### src/rtl/telemetry_framer_pkg.sv
// Shared types, default delimiters and frame helpers for the telemetry framer.
package telemetry_pkg;

    // One state per byte in flight, plus IDLE between frames.
    typedef enum logic [2:0] {
        IDLE  = 3'd0,
        S_D1  = 3'd1,
        S_D2  = 3'd2,
        S_SEQ = 3'd3,
        S_HI  = 3'd4,
        S_LO  = 3'd5,
        S_CHK = 3'd6
    } state_t;

    localparam logic [7:0] DELIM1_DEFAULT = 8'hAA;
    localparam logic [7:0] DELIM2_DEFAULT = 8'h55;

    // Bytes per frame: two delimiters, SEQ, HI/LO per channel, optional checksum.
    function automatic int unsigned frame_len(input int unsigned num_ch, input int unsigned chk_en);
        return 32'd3 + (32'd2 * num_ch) + chk_en;
    endfunction

    // Running 8-bit checksum accumulation (modulo-256 sum).
    function automatic logic [7:0] chk_add(input logic [7:0] acc, input logic [7:0] b);
        return acc + b;
    endfunction

endpackage

### src/rtl/telemetry_framer_if.sv
// Byte handshake between the framer and the UART transmitter.
interface telemetry_framer_if;
    logic [7:0] tx_data;
    logic       trmt;
    logic       tx_done;

    modport master (output tx_data, output trmt, input tx_done);
    modport slave  (input tx_data, input trmt, output tx_done);
endinterface

### src/rtl/telemetry_framer_timer.sv
// Free-running frame period counter; tick marks the last count of each period.
module telem_period_timer #(
    parameter int unsigned PERIOD = 1048576
) (
    input  logic clk,
    input  logic rst,
    output logic tick
);
    localparam int unsigned      CNT_W = (PERIOD > 1) ? $clog2(PERIOD) : 1;
    localparam logic [CNT_W-1:0] LAST  = CNT_W'(PERIOD - 1);

    logic [CNT_W-1:0] count_q;
    logic [CNT_W-1:0] count_d;

    // Reset loads the last count so the first tick lands right after reset release.
    assign tick = (count_q == LAST);

    // Next count: wrap to zero on tick, otherwise increment.
    always_comb begin
        if (tick) begin
            count_d = '0;
        end else begin
            count_d = count_q + CNT_W'(1);
        end
    end

    // Counter register.
    always_ff @(posedge clk) begin
        if (rst) begin
            count_q <= LAST;
        end else begin
            count_q <= count_d;
        end
    end
endmodule

### src/rtl/telemetry_framer.sv
// Periodic telemetry frame generator: snapshots NUM_CH samples and streams
// DELIM1 DELIM2 SEQ {HI LO}*NUM_CH [CHK] over the trmt/tx_done byte handshake.
module telemetry_framer
    import telemetry_pkg::*;
#(
    parameter int unsigned NUM_CH = 3,
    parameter int unsigned DATA_W = 12,
    parameter int unsigned PERIOD = 1048576,
    parameter int unsigned CHK_EN = 1,
    parameter logic [7:0]  DELIM1 = DELIM1_DEFAULT,
    parameter logic [7:0]  DELIM2 = DELIM2_DEFAULT
) (
    input  logic                     clk,
    input  logic                     rst,
    input  logic                     en,
    input  logic [NUM_CH*DATA_W-1:0] ch_data,
    telemetry_framer_if.master       tx_if,
    output logic                     busy,
    output logic                     skip,
    output logic                     overrun
);
    localparam logic       CHK_ON  = (CHK_EN != 0);
    localparam logic [2:0] LAST_CH = 3'(NUM_CH - 1);

    state_t                    state_q,   state_d;
    logic [2:0]                ch_idx_q,  ch_idx_d;
    logic [7:0]                seq_q,     seq_d;
    logic [7:0]                chk_q,     chk_d;
    logic [NUM_CH*DATA_W-1:0]  snap_q,    snap_d;
    logic [7:0]                tx_data_q, tx_data_d;
    logic                      trmt_q,    trmt_d;
    logic                      busy_q,    busy_d;
    logic                      skip_q,    skip_d;
    logic                      overrun_q, overrun_d;

    logic                      tick_s;
    logic                      tx_done_s;
    logic [2:0]                sel_idx_s;
    logic [DATA_W-1:0]         sel_sample_s;
    logic [7:0]                sel_hi_s;
    logic [7:0]                sel_lo_s;

    // Upper sample bits, zero-extended into a byte.
    function automatic logic [7:0] hi_byte(input logic [DATA_W-1:0] s);
        return 8'(s >> 8);
    endfunction

    telem_period_timer #(.PERIOD(PERIOD)) u_timer (
        .clk  (clk),
        .rst  (rst),
        .tick (tick_s)
    );

    assign tx_done_s     = tx_if.tx_done;
    assign tx_if.tx_data = tx_data_q;
    assign tx_if.trmt    = trmt_q;
    assign busy          = busy_q;
    assign skip          = skip_q;
    assign overrun       = overrun_q;

    // In S_LO the next byte belongs to the following channel; elsewhere to the current one.
    assign sel_idx_s = (state_q == S_LO) ? (ch_idx_q + 3'd1) : ch_idx_q;
    assign sel_hi_s  = hi_byte(sel_sample_s);
    assign sel_lo_s  = sel_sample_s[7:0];

    // Pick the snapshot sample addressed by sel_idx_s.
    always_comb begin
        sel_sample_s = '0;
        for (int k = 0; k < int'(NUM_CH); k++) begin
            sel_sample_s = (sel_idx_s == 3'(k)) ? snap_q[k*DATA_W +: DATA_W] : sel_sample_s;
        end
    end

    // Frame sequencing, byte loading, checksum and overrun detection.
    always_comb begin
        state_d   = state_q;
        ch_idx_d  = ch_idx_q;
        seq_d     = seq_q;
        chk_d     = chk_q;
        snap_d    = snap_q;
        tx_data_d = tx_data_q;
        trmt_d    = 1'b0;

        if (tick_s && (state_q != IDLE)) begin
            skip_d    = 1'b1;
            overrun_d = 1'b1;
        end else begin
            skip_d    = 1'b0;
            overrun_d = overrun_q;
        end

        case (state_q)
            IDLE: begin
                if (tick_s && en) begin
                    snap_d    = ch_data;
                    tx_data_d = DELIM1;
                    trmt_d    = 1'b1;
                    ch_idx_d  = 3'd0;
                    state_d   = S_D1;
                end else begin
                    state_d   = IDLE;
                end
            end
            S_D1: begin
                if (tx_done_s) begin
                    tx_data_d = DELIM2;
                    trmt_d    = 1'b1;
                    state_d   = S_D2;
                end else begin
                    state_d   = S_D1;
                end
            end
            S_D2: begin
                if (tx_done_s) begin
                    tx_data_d = seq_q;
                    chk_d     = seq_q;
                    trmt_d    = 1'b1;
                    state_d   = S_SEQ;
                end else begin
                    state_d   = S_D2;
                end
            end
            S_SEQ: begin
                if (tx_done_s) begin
                    tx_data_d = sel_hi_s;
                    chk_d     = chk_add(chk_q, sel_hi_s);
                    trmt_d    = 1'b1;
                    ch_idx_d  = 3'd0;
                    state_d   = S_HI;
                end else begin
                    state_d   = S_SEQ;
                end
            end
            S_HI: begin
                if (tx_done_s) begin
                    tx_data_d = sel_lo_s;
                    chk_d     = chk_add(chk_q, sel_lo_s);
                    trmt_d    = 1'b1;
                    state_d   = S_LO;
                end else begin
                    state_d   = S_HI;
                end
            end
            S_LO: begin
                if (tx_done_s) begin
                    if (ch_idx_q != LAST_CH) begin
                        ch_idx_d  = ch_idx_q + 3'd1;
                        tx_data_d = sel_hi_s;
                        chk_d     = chk_add(chk_q, sel_hi_s);
                        trmt_d    = 1'b1;
                        state_d   = S_HI;
                    end else if (CHK_ON) begin
                        tx_data_d = ~chk_q;
                        trmt_d    = 1'b1;
                        state_d   = S_CHK;
                    end else begin
                        seq_d     = seq_q + 8'd1;
                        ch_idx_d  = 3'd0;
                        state_d   = IDLE;
                    end
                end else begin
                    state_d   = S_LO;
                end
            end
            S_CHK: begin
                if (tx_done_s) begin
                    seq_d     = seq_q + 8'd1;
                    ch_idx_d  = 3'd0;
                    state_d   = IDLE;
                end else begin
                    state_d   = S_CHK;
                end
            end
            default: begin
                ch_idx_d = 3'd0;
                state_d  = IDLE;
            end
        endcase

        busy_d = (state_d != IDLE);
    end

    // State and output registers; reset aborts any frame in progress.
    always_ff @(posedge clk) begin
        if (rst) begin
            state_q   <= IDLE;
            ch_idx_q  <= 3'd0;
            seq_q     <= 8'h00;
            chk_q     <= 8'h00;
            snap_q    <= '0;
            tx_data_q <= 8'h00;
            trmt_q    <= 1'b0;
            busy_q    <= 1'b0;
            skip_q    <= 1'b0;
            overrun_q <= 1'b0;
        end else begin
            state_q   <= state_d;
            ch_idx_q  <= ch_idx_d;
            seq_q     <= seq_d;
            chk_q     <= chk_d;
            snap_q    <= snap_d;
            tx_data_q <= tx_data_d;
            trmt_q    <= trmt_d;
            busy_q    <= busy_d;
            skip_q    <= skip_d;
            overrun_q <= overrun_d;
        end
    end
endmodule

### src/flat_wrapper.sv
// flat-port wrapper written by rule: the top's interface ports become plain ports
module telemetry_framer_flat import telemetry_pkg::*;
#(
    parameter int unsigned NUM_CH = 3,
    parameter int unsigned DATA_W = 12,
    parameter int unsigned PERIOD = 1048576,
    parameter int unsigned CHK_EN = 1,
    parameter logic [7:0]  DELIM1 = DELIM1_DEFAULT,
    parameter logic [7:0]  DELIM2 = DELIM2_DEFAULT
)
  (clk, rst, en, ch_data, busy, skip, overrun, tx_if_tx_data, tx_if_trmt, tx_if_tx_done);
  telemetry_framer_if tx_if_i ();
  input  logic clk;
  input  logic rst;
  input  logic en;
  input  logic [NUM_CH*DATA_W-1:0] ch_data;
  output logic busy;
  output logic skip;
  output logic overrun;
  output wire logic [$bits(tx_if_i.tx_data)-1:0] tx_if_tx_data;
  output wire logic [$bits(tx_if_i.trmt)-1:0] tx_if_trmt;
  input wire logic [$bits(tx_if_i.tx_done)-1:0] tx_if_tx_done;
  assign tx_if_tx_data = tx_if_i.tx_data;
  assign tx_if_trmt = tx_if_i.trmt;
  assign tx_if_i.tx_done = tx_if_tx_done;
  telemetry_framer #(.NUM_CH(NUM_CH), .DATA_W(DATA_W), .PERIOD(PERIOD), .CHK_EN(CHK_EN), .DELIM1(DELIM1), .DELIM2(DELIM2)) u_core (.clk(clk), .rst(rst), .en(en), .ch_data(ch_data), .tx_if(tx_if_i), .busy(busy), .skip(skip), .overrun(overrun));
endmodule
### config.mk
export PLATFORM = sky130hd
export DESIGN_NAME = telemetry_framer_flat
export DESIGN_NICKNAME = d
export VERILOG_FILES = /design/src/rtl/telemetry_framer_pkg.sv /design/src/rtl/telemetry_framer_if.sv /design/src/rtl/telemetry_framer_timer.sv /design/src/rtl/telemetry_framer.sv /design/src/flat_wrapper.sv
export SDC_FILE = /design/constraint.sdc
export NUM_CORES = 1
export LEC_CHECK = 0
export CAP_MARGIN = 5
export CORE_MARGIN = 2
export CORE_UTILIZATION = 56
export DETAILED_ROUTE_END_ITERATION = 10
export PLACE_DENSITY = 0.77
export SETUP_SLACK_MARGIN = 0.2
export SYNTH_ARGS = -nofsm -noshare
export SYNTH_HDL_FRONTEND = slang
export SYNTH_SLANG_ARGS = --single-unit
### constraint.sdc
create_clock -name clk -period 5.7 [get_ports clk]
set_clock_uncertainty 0.15 [all_clocks]
set_input_delay 1.14 -clock clk [delete_from_list [all_inputs] [get_ports clk]]
set_output_delay 1.14 -clock clk [all_outputs]
set_load 0.02 [all_outputs]
==> flow_summary_export.csv, run 1 <==
group,metric,value,unit
outcome,status,"finished clean",
grt,grt_pass1_vias,3835,
die,rows,33,
critical_path,crit_family,"compound AO/OA/AOI/OAI gates",
die,fp.coreArea,8130,sq um
die,ios,52,
grt,grt_usage,26.1,%
place,place_inst,707,
critical_path,cpMaxStageDelayCell,"dfxtp_1",
run,maxCapViolCount,0,
cells_and_area,fin_cells,723,
critical_path,cp.buffers_inverters,2,
cells_and_area,nets,666,
critical_path,slowest_delay,0.71,ns
logic_synthesis,synth_seq_cells,90,
power,pwr-share-comb,33.3,%
cells_and_area,syn_to_final_growth,15.7,%
clocking,clkSinkCount,90,
sta,drv_slew,0,
die,die_w,95.1,um
sta,whs,0.303,ns
grt,antenna_found_initial,0,
logic_synthesis,ys_seq_area_share,38.8,%
detailed_routing,wl_per_cell,15.8,um
critical_path,worstSetupEndpointType,"flop",
clocking,cts_root_buf,"clkbuf_8",
logic_synthesis,synth-edff-count,0,
die,start_util,57.1,%
clocking,cts_max_level,3,
sta,worstMarginPinSlew,0.773,ns
logic_synthesis,synth-main-ff-cell,"dfxtp_1",
logic_synthesis,syn-num-nets,630,
power,power_density,351,nW/um^2
die,die_h,95.1,um
detailed_routing,wl,11400,um
cells_and_area,nFillCells,695,
cells_and_area,layout-drive-gt1-share,5.18,%
detailed_routing,antenna_left,0,
logic_synthesis,ys_async_sr_fraction,0,%
clocking,worstSkewPairLatency,0.36,ns
grt,grt_overflow,0,
sta,final.setup.worst_slack,0.815,ns
critical_path,path_common_cell,"ha_1",
logic_synthesis,netlist_area,4640,sq um
logic_synthesis,synth_top_area_share,38.8,%
power,p_int,1.21,mW
logic_synthesis,synth_largest_area_cell,"dfxtp_1",
grt,grt_max_degree,46,
logic_synthesis,synth_warnings,0,
detailed_routing,dr.pass1.iters,5,
place,place_hpwl,8540,um
clocking,ctsResizeCount,0,
sta,rsz0062_at_grt,"false",
logic_synthesis,ys_types,60,
cells_and_area,multiInputGateArea,2670,sq um
cells_and_area,n_antenna_cell,0,
min_path,min_path_type,"reg -> reg",
place,post-place-ws,0.933,ns
clocking,clock_path_buffers,2,
clocking,numCtsBuffers,9,
sta,fin_crit_sh,85.7,%
power,seqPwrFrac,44.0,%
clocking,cts_tree,"yes",
cells_and_area,final-seq-area,1800,sq um
logic_synthesis,avgSynthCellArea,8.05,sq um
detailed_routing,drc_errors,0,
power,power.leakage,1.94,nW
detailed_routing,vias,4215,
detailed_routing,vias_per_cell,5.83,
critical_path,arrival,5.02,ns
sta,totalNegativeSetupSlack,0,ns
sta,min_period,4.89,ns
critical_path,critPathRequiredTime,5.84,ns
die,die-area,9040,sq um
place,place.gp.congestion,0.922,
critical_path,path_max_fanout,22,
logic_synthesis,synth.most_common_cell,"nand2_1",
power,netSwitchingPower,671,uW
power,peakVddDrop,0.157,mV
grt,grt_pass1_wl,18400,um
sta,fmax,205,MHz
clocking,cts_setup_buffers,0,
power,p_sw_share,35.6,%
sta,timing.final.hold_violations,0,
sta,slew-limit-headroom,48.5,%
power,p_clk_share,22.7,%
logic_synthesis,synth.area.top_cells,"dfxtp_1 (39%), nand2_1 (9.2%), a21oi_1 (6.7%), ha_1 (3.2%), nor2_1 (3.2%)",
sta,setup_viol,0,
place,portBuffers,51,
logic_synthesis,syn_inst,577,
critical_path,crit_path_start_kind,"flop",
clocking,hold_buffers,0,
critical_path,path_class,"reg -> reg",
logic_synthesis,ys_top_cells_by_count,"nand2_1 (114), dfxtp_1 (90), a21oi_1 (62)",
detailed_routing,drtIter0Drc,270,
clocking,cts.reportedPaths.clkPinSlew,0.08,ns
critical_path,worstPathCellList,"nand3b_2 > clkinv_1 > ha_1 > buf_4 > nor2_1 > a221oi_1 > a211oi_1 > ha_1 > a21oi_1 > o211ai_1 > o41ai_1 > xnor2_1 > or4_1 > a41oi_2",
## layer usage
metal	track usage [%]	vias to the layer above	routed length, um
met1	31.5	1927	4860
li1	-	2117	-
met4	9.90	0	329
met2	45.9	145	5620
met3	5.14	26	589
met5	0	-	0
## power by group through the flow
| stage | clock (mW) | combinational, mW | sequential, mW |
|---|---|---|---|
| CTS | 0.433 | 0.629 | 0.828 |
| global route | 0.460 | 0.699 | 0.842 |
| floorplan | 0 | 0.460 | 0.826 |
| finish | 0.427 | 0.628 | 0.829 |
| detailed placement | 0 | 0.624 | 0.842 |
| global placement | 0 | 0.612 | 0.837 |
## worst paths after layout
check / startpoint / endpoint / slack [ns] / cells past startpoint
worst min-delay path: u_core.snap_q[5]$_SDFFE_PP0P_ / u_core.snap_q[5]$_SDFFE_PP0P_ / 0.30 / 2
worst max-delay path: u_core.state_q[1]$_SDFF_PP0_ / u_core.chk_q[7]$_SDFFE_PP0P_ / 0.81 / 14
worst min register to register: u_core.snap_q[5]$_SDFFE_PP0P_ / u_core.snap_q[5]$_SDFFE_PP0P_ / 0.30 / 2
worst max register to register: u_core.state_q[1]$_SDFF_PP0_ / u_core.chk_q[7]$_SDFFE_PP0P_ / 0.81 / 14
## cell type report
type | count | area share (%)
Multi-Input combinational cell | 446 | 49.7
Sequential cell | 90 | 33.5
Timing Repair Buffer | 56 | 10.1
Clock buffer | 12 | 2.52
Tap cell | 105 | 2.45
Clock inverter | 4 | 0.978
Inverter | 10 | 0.699
## registers in the layout, indices dropped and copies added (netlist names)
signal and cells:
u_core.chk_q 8, u_core.skip 1, u_core.tx_if.tx_data 8, u_core.state_q 3, u_core.snap_q 36, u_core.tx_if.trmt 1, u_core.u_timer.count_q 20, u_core.seq_q 8
u_core.overrun 1, u_core.busy 1, u_core.ch_idx_q 3
## cell usage in the layout, fill, tap and decap left out, types with 7 or more instances in the layout
cell type and instances:
dfxtp_1 90, xor2_1 11, mux2i_1 8, nand4_1 9
a211oi_1 7, nand2b_1 13, clkbuf_8 9, o21ai_0 14
nand3_1 17, nor2_1 39, xnor2_1 15, o21bai_1 11
nand2_1 114, ha_1 12, a22oi_1 11, nor3_1 20
inv_1 9, a21oi_1 62, clkdlybuf4s50_1 50
## through the flow
stage	utilization [%]	total power, mW	instance area (sq um)
floorplan	-	1.29	4640
global placement	63.7	1.45	5180
detailed placement	63.7	1.47	5180
CTS	66.0	1.89	5370
global route	66.0	2.00	5370
finish	66.0	1.88	5370
## kinds of logic (layout without fill, tap and decap cells)
family	count (synthesis)	in the layout	synth area share, %
buffers and inverters	41	82	3.69
and+or+nand+nor	243	243	24.6
xor gates and xnor gates	26	26	4.90
AOI/OAI and AO/OA	148	148	20.7
DFF	90	90	38.8
adders and majority gates	14	14	3.88
muxes	15	15	3.42
## tightest hold or removal path: stages, from the launching register on
cell and delay [ns]:
dfxtp_1 0.32, nand2_1 0.05, a21oi_1 0.05
Note: power is estimated with default switching activity, not from simulation.
==> run 2: changes to the inputs <==
- CORE_UTILIZATION: 56 -> 40
- CTS_CLUSTER_SIZE: not set -> 28
- PLACE_DENSITY: 0.77 -> 0.58
- SKIP_CTS_REPAIR_TIMING: not set -> 1
==> run 2 against run 1 <==
Critical path depth unchanged. Register-to-register slack better by 0.23 ns. Via count about the same.
==> flow_summary_export.csv, run 2 (synthesis results as in run 1) <==
group,metric,value,unit
cells_and_area,syn_to_final_growth,20.0,%
clocking,cts_tree,"yes",
clocking,cts.reportedPaths.clkPinSlew,0.06,ns
grt,antenna_found_initial,0,
critical_path,path_class,"reg -> reg",
detailed_routing,routed.top_layer,"met4",
critical_path,critPathRequiredTime,5.82,ns
critical_path,cpMaxStageDelayCell,"nor2_1",
detailed_routing,wl,12400,um
place,place_hpwl,8940,um
clocking,clock_path_buffers,2,
cells_and_area,fin_cells,764,
clocking,cts_max_level,3,
cells_and_area,layout-drive-gt1-share,5.96,%
detailed_routing,vias_per_cell,5.52,
cells_and_area,fin_area,5570,sq um
die,ios,52,
sta,fmax,215,MHz
place,place_inst,748,
die,rows,39,
power,peakVddDrop,0.206,mV
critical_path,path_common_cell,"ha_1",
place,place.gp.congestion,0.904,
sta,drv_slew,0,
sta,rsz0062_at_grt,"false",
grt,grt_overflow,0,
critical_path,worstPathCellList,"buf_4 > nand3b_2 > clkinv_1 > ha_1 > nor2_1 > a221oi_1 > a211oi_1 > ha_1 > a21oi_1 > o211ai_1 > o41ai_1 > xnor2_1 > or4_1 > a41oi_2",
clocking,cts_root_buf,"clkbuf_16",
detailed_routing,vias,4216,
run,maxCapViolCount,0,
grt,grt_pass1_vias,4059,
clocking,numCtsBuffers,9,
sta,fin_crit_sh,81.7,%
clocking,clkSinkCount,90,
detailed_routing,wl_met2,5660,um
place,place_area,5250,sq um
outcome,status,"finished clean",
cells_and_area,nets,669,
cells_and_area,top_regs,"u_core.snap_q x36, u_core.u_timer.count_q x20",
critical_path,arrival,4.78,ns
detailed_routing,wl_per_cell,16.2,um
clocking,worstSkewPairLatency,0.35,ns
die,fp.coreArea,11400,sq um
cells_and_area,n_antenna_cell,0,
grt,grt_max_degree,39,
sta,setup_viol,0,
power,power.leakage,2.02,nW
critical_path,crit_path_start_kind,"flop",
critical_path,slowest_delay,0.63,ns
power,power_density,374,nW/um^2
grt,grt_usage,20.3,%
sta,whs,0.297,ns
die,die_w,112,um
cells_and_area,top_register,"u_core.snap_q",
cells_and_area,final_common_cell,"nand2_1",
sta,min_period,4.66,ns
grt,grt_pass1_wl,20300,um
detailed_routing,met3WireLength,509,um
critical_path,reg2reg_from,"u_core.state_q[1]$_SDFF_PP0_",
cells_and_area,largest_reg_flops,36,
sta,worstMarginPinSlew,0.743,ns
critical_path,worstSetupEndpointType,"flop",
die,die-area,12500,sq um
min_path,min_path_type,"reg -> reg",
place,portBuffers,51,
sta,slew-limit-headroom,50.1,%
critical_path,path_max_fanout,22,
cells_and_area,final_cell_mix,"nand2_1 (114), dfxtp_1 (90), a21oi_1 (62)",
detailed_routing,dr.pass1.iters,7,
die,start_util,40.8,%
detailed_routing,drc_errors,0,
detailed_routing,drtIter0Drc,247,
sta,totalNegativeSetupSlack,0,ns
die,die_h,112,um
power,power,2.08,mW
critical_path,worstSetupStartpoint,"u_core.state_q[1]$_SDFF_PP0_",
detailed_routing,antenna_left,0,
min_path,min_from,"u_core.snap_q[2]$_SDFFE_PP0P_",
detailed_routing,met1Wirelength,5800,um
sta,timing.final.hold_violations,0,
[run 2: changes by cell type in the layout (fill, tap and decap cells not counted), sizes merged]
cell,before,now
buf,6,9
clkinvlp,3,1
clkbuf,12,13
clkinv,1,2
[run 2: stage by stage]
step	setup slack, ns	util [%]
finish	1.04	49.0
global route	0.699	49.0
detailed placement	1.07	46.2
floorplan	1.64	-
CTS	1.05	49.0
global placement	1.18	46.2
[run 2: power breakdown]
part	total [mW]	switching (mW)	internal (mW)	leakage (nW)
sequential	0.811	0.0781	0.732	0.730
combinational	0.651	0.368	0.284	1.14
clock	0.623	0.246	0.377	0.152
[run 2: path summary, 6_finish.rpt]
path | end | slack, ns | depth (start not counted)
max reg2reg | u_core.chk_q[7]$_SDFFE_PP0P_ | 1.04 | 14
min reg2reg | u_core.snap_q[2]$_SDFFE_PP0P_ | 0.30 | 2
max | u_core.chk_q[7]$_SDFFE_PP0P_ | 1.04 | 14
min | u_core.snap_q[2]$_SDFFE_PP0P_ | 0.30 | 2
[run 2: critical path: cells and delay by family (launching register included)]
kind,cells,cell delay (ns)
buffers and inverters,2,0.39
AND/OR/NAND/NOR,3,1.28
XOR/XNOR,1,0.13
adder cells (fa/ha/maj),2,0.89
flip-flops,1,0.31
AO/OA/AOI/OAI,6,1.42
[run 2: layer usage]
| metal | vias to the layer above | track usage, % |
|---|---|---|
| met3 | 27 | 3.48 |
| met2 | 111 | 32.5 |
| met4 | 0 | 9.88 |
| li1 | 2119 | - |
| met5 | - | 0 |
| met1 | 1959 | 26.5 |
[run 2: area by class of cell]
class / instances / area, sq um
sequential: 90 / 1800
tap: 143 / 179
inverter: 10 / 37.5
clock inverter: 3 / 46.3
clock buffer: 13 / 270
fill: 1149 / 5800
timing repair buffer: 59 / 566
multi-input combinational: 446 / 2670
==> run 3: changes to the inputs <==
- clock period: 5.7 -> 4.8 ns (I/O delays scaled with it)
==> run 3 against run 2 <==
Clock power grew 14%. Fmax up 8.0%. Hold slack improved by 0.010 ns. Critical endpoint is now u_core.chk_q[6]$_SDFFE_PP0P_. Largest cell class unchanged. Largest power group unchanged.
==> flow_summary_export.csv, run 3 (synthesis results as in run 1) <==
group,metric,value,unit
cells_and_area,layout-drive-gt1-share,5.95,%
critical_path,path_max_fanout,12,
detailed_routing,drtIter0Drc,326,
cells_and_area,top_register,"u_core.snap_q",
sta,timing.final.hold_violations,0,
cells_and_area,nets,670,
sta,rsz0062_at_grt,"false",
run,maxCapViolCount,0,
min_path,min_path_type,"reg -> reg",
power,p_clk_share,29.0,%
critical_path,critPathRequiredTime,4.84,ns
clocking,clkSinkCount,90,
critical_path,arrival,4.35,ns
clocking,cts_max_level,3,
die,start_util,40.8,%
place,place_hpwl,9050,um
power,seqPwrFrac,39.4,%
detailed_routing,wl_per_cell,16.3,um
critical_path,r2r_slack,0.49,ns
sta,min_period,4.31,ns
clocking,cts_root_buf,"clkbuf_16",
grt,antenna_found_initial,0,
power,p_int,1.64,mW
cells_and_area,fin_area,5560,sq um
cells_and_area,final_cell_mix,"nand2_1 (114), dfxtp_1 (90), a21oi_1 (62)",
die,die_w,112,um
clocking,numCtsBuffers,9,
grt,grt_usage,20.6,%
place,place_area,5260,sq um
cells_and_area,fin_util,48.9,%
detailed_routing,antenna_left,0,
sta,slew-limit-headroom,41.3,%
detailed_routing,vias_per_cell,5.52,
critical_path,path_class,"reg -> reg",
outcome,status,"finished clean",
detailed_routing,dr.pass1.iters,5,
cells_and_area,n_antenna_cell,0,
die,ios,52,
cells_and_area,final_common_cell,"nand2_1",
power,power.leakage,2.02,nW
power,pwr-share-comb,31.6,%
grt,grt_pass1_vias,4058,
detailed_routing,wl,12500,um
grt,grt_pass1_wl,20600,um
clocking,cts_tree,"yes",
detailed_routing,vias,4226,
die,rows,39,
critical_path,crit_path_start_kind,"flop",
clocking,clock_path_buffers,2,
grt,grt_overflow,0,
place,portBuffers,51,
detailed_routing,drc_errors,0,
sta,totalNegativeSetupSlack,0,ns
cells_and_area,largest_reg_flops,36,
cells_and_area,syn_to_final_growth,19.8,%
power,peakVddDrop,0.316,mV
sta,setup_viol,0,
power,power_density,441,nW/um^2
power,netSwitchingPower,815,uW
sta,fmax,232,MHz
sta,worstMarginPinSlew,0.881,ns
die,fp.coreArea,11400,sq um
cells_and_area,top_regs,"u_core.snap_q x36, u_core.u_timer.count_q x20",
grt,grt_max_degree,49,
sta,drv_slew,0,
critical_path,worstSetupEndpointType,"flop",
power,p_sw_share,33.2,%
clocking,cts.reportedPaths.clkPinSlew,0.06,ns
power,power,2.45,mW
place,place.gp.congestion,0.926,
die,die-area,12500,sq um
clocking,worstSkewPairLatency,0.35,ns
die,die_h,112,um
sta,fin_crit_sh,89.8,%
run 3: worst paths after layout:
kind,depth (start not counted),to,startpoint
min reg2reg,2,u_core.snap_q[2]$_SDFFE_PP0P_,u_core.snap_q[2]$_SDFFE_PP0P_
min,2,u_core.snap_q[2]$_SDFFE_PP0P_,u_core.snap_q[2]$_SDFFE_PP0P_
max reg2reg,15,u_core.chk_q[6]$_SDFFE_PP0P_,u_core.ch_idx_q[1]$_SDFFE_PP0P_
max,15,u_core.chk_q[6]$_SDFFE_PP0P_,u_core.ch_idx_q[1]$_SDFFE_PP0P_
run 3: cell type report:
class,count,area (sq um)
multi-input cells,446,2670
flip-flops and latches,90,1800
repair buffers,60,573
inverters,10,37.5
clock inverters,2,35.0
fillers,1148,5810
clock buffers,14,264
well taps,143,179
run 3: critical path: stages (launching register included):
cell,delay [ns]
dfxtp_1,0.47
ha_1,0.31
and4bb_4,0.37
a21o_1,0.37
mux2_2,0.39
a22oi_1,0.22
and2_1,0.16
a211oi_1,0.05
ha_1,0.25
fa_1,0.42
a21o_1,0.17
a21oi_1,0.23
o21bai_1,0.09
a21oi_1,0.20
mux2i_1,0.21
a31oi_1,0.09
run 3: power groups by stage:
stage               sequential, mW  combinational, mW  clock (mW)
detailed placement           0.981              0.773           0
CTS                          0.967              0.781       0.727
floorplan                    0.981              0.547           0
global placement             0.978              0.767           0
finish                       0.967              0.774       0.712
global route                 0.984              0.868       0.759
run 3: layer usage:
layer | global-route usage, % | up-vias | wire length, um
met2 | 32.5 | 120 | 5660
met1 | 27.0 | 1951 | 5820
met5 | 0 | - | 0
met3 | 5.33 | 22 | 684
li1 | - | 2133 | -
met4 | 8.23 | 0 | 330
run 3: through the flow:
| step | worst slack [ns] | instances | hold WS, ns |
|---|---|---|---|
| final | 0.489 | 765 | 0.307 |
| after global routing | 0.225 | 765 | 0.317 |
| after CTS | 0.475 | 765 | 0.311 |
| after detailed placement | 0.472 | 749 | 0.303 |
| after global placement | 0.605 | 749 | 0.293 |
| after floorplan | 0.742 | 577 | 0.278 |
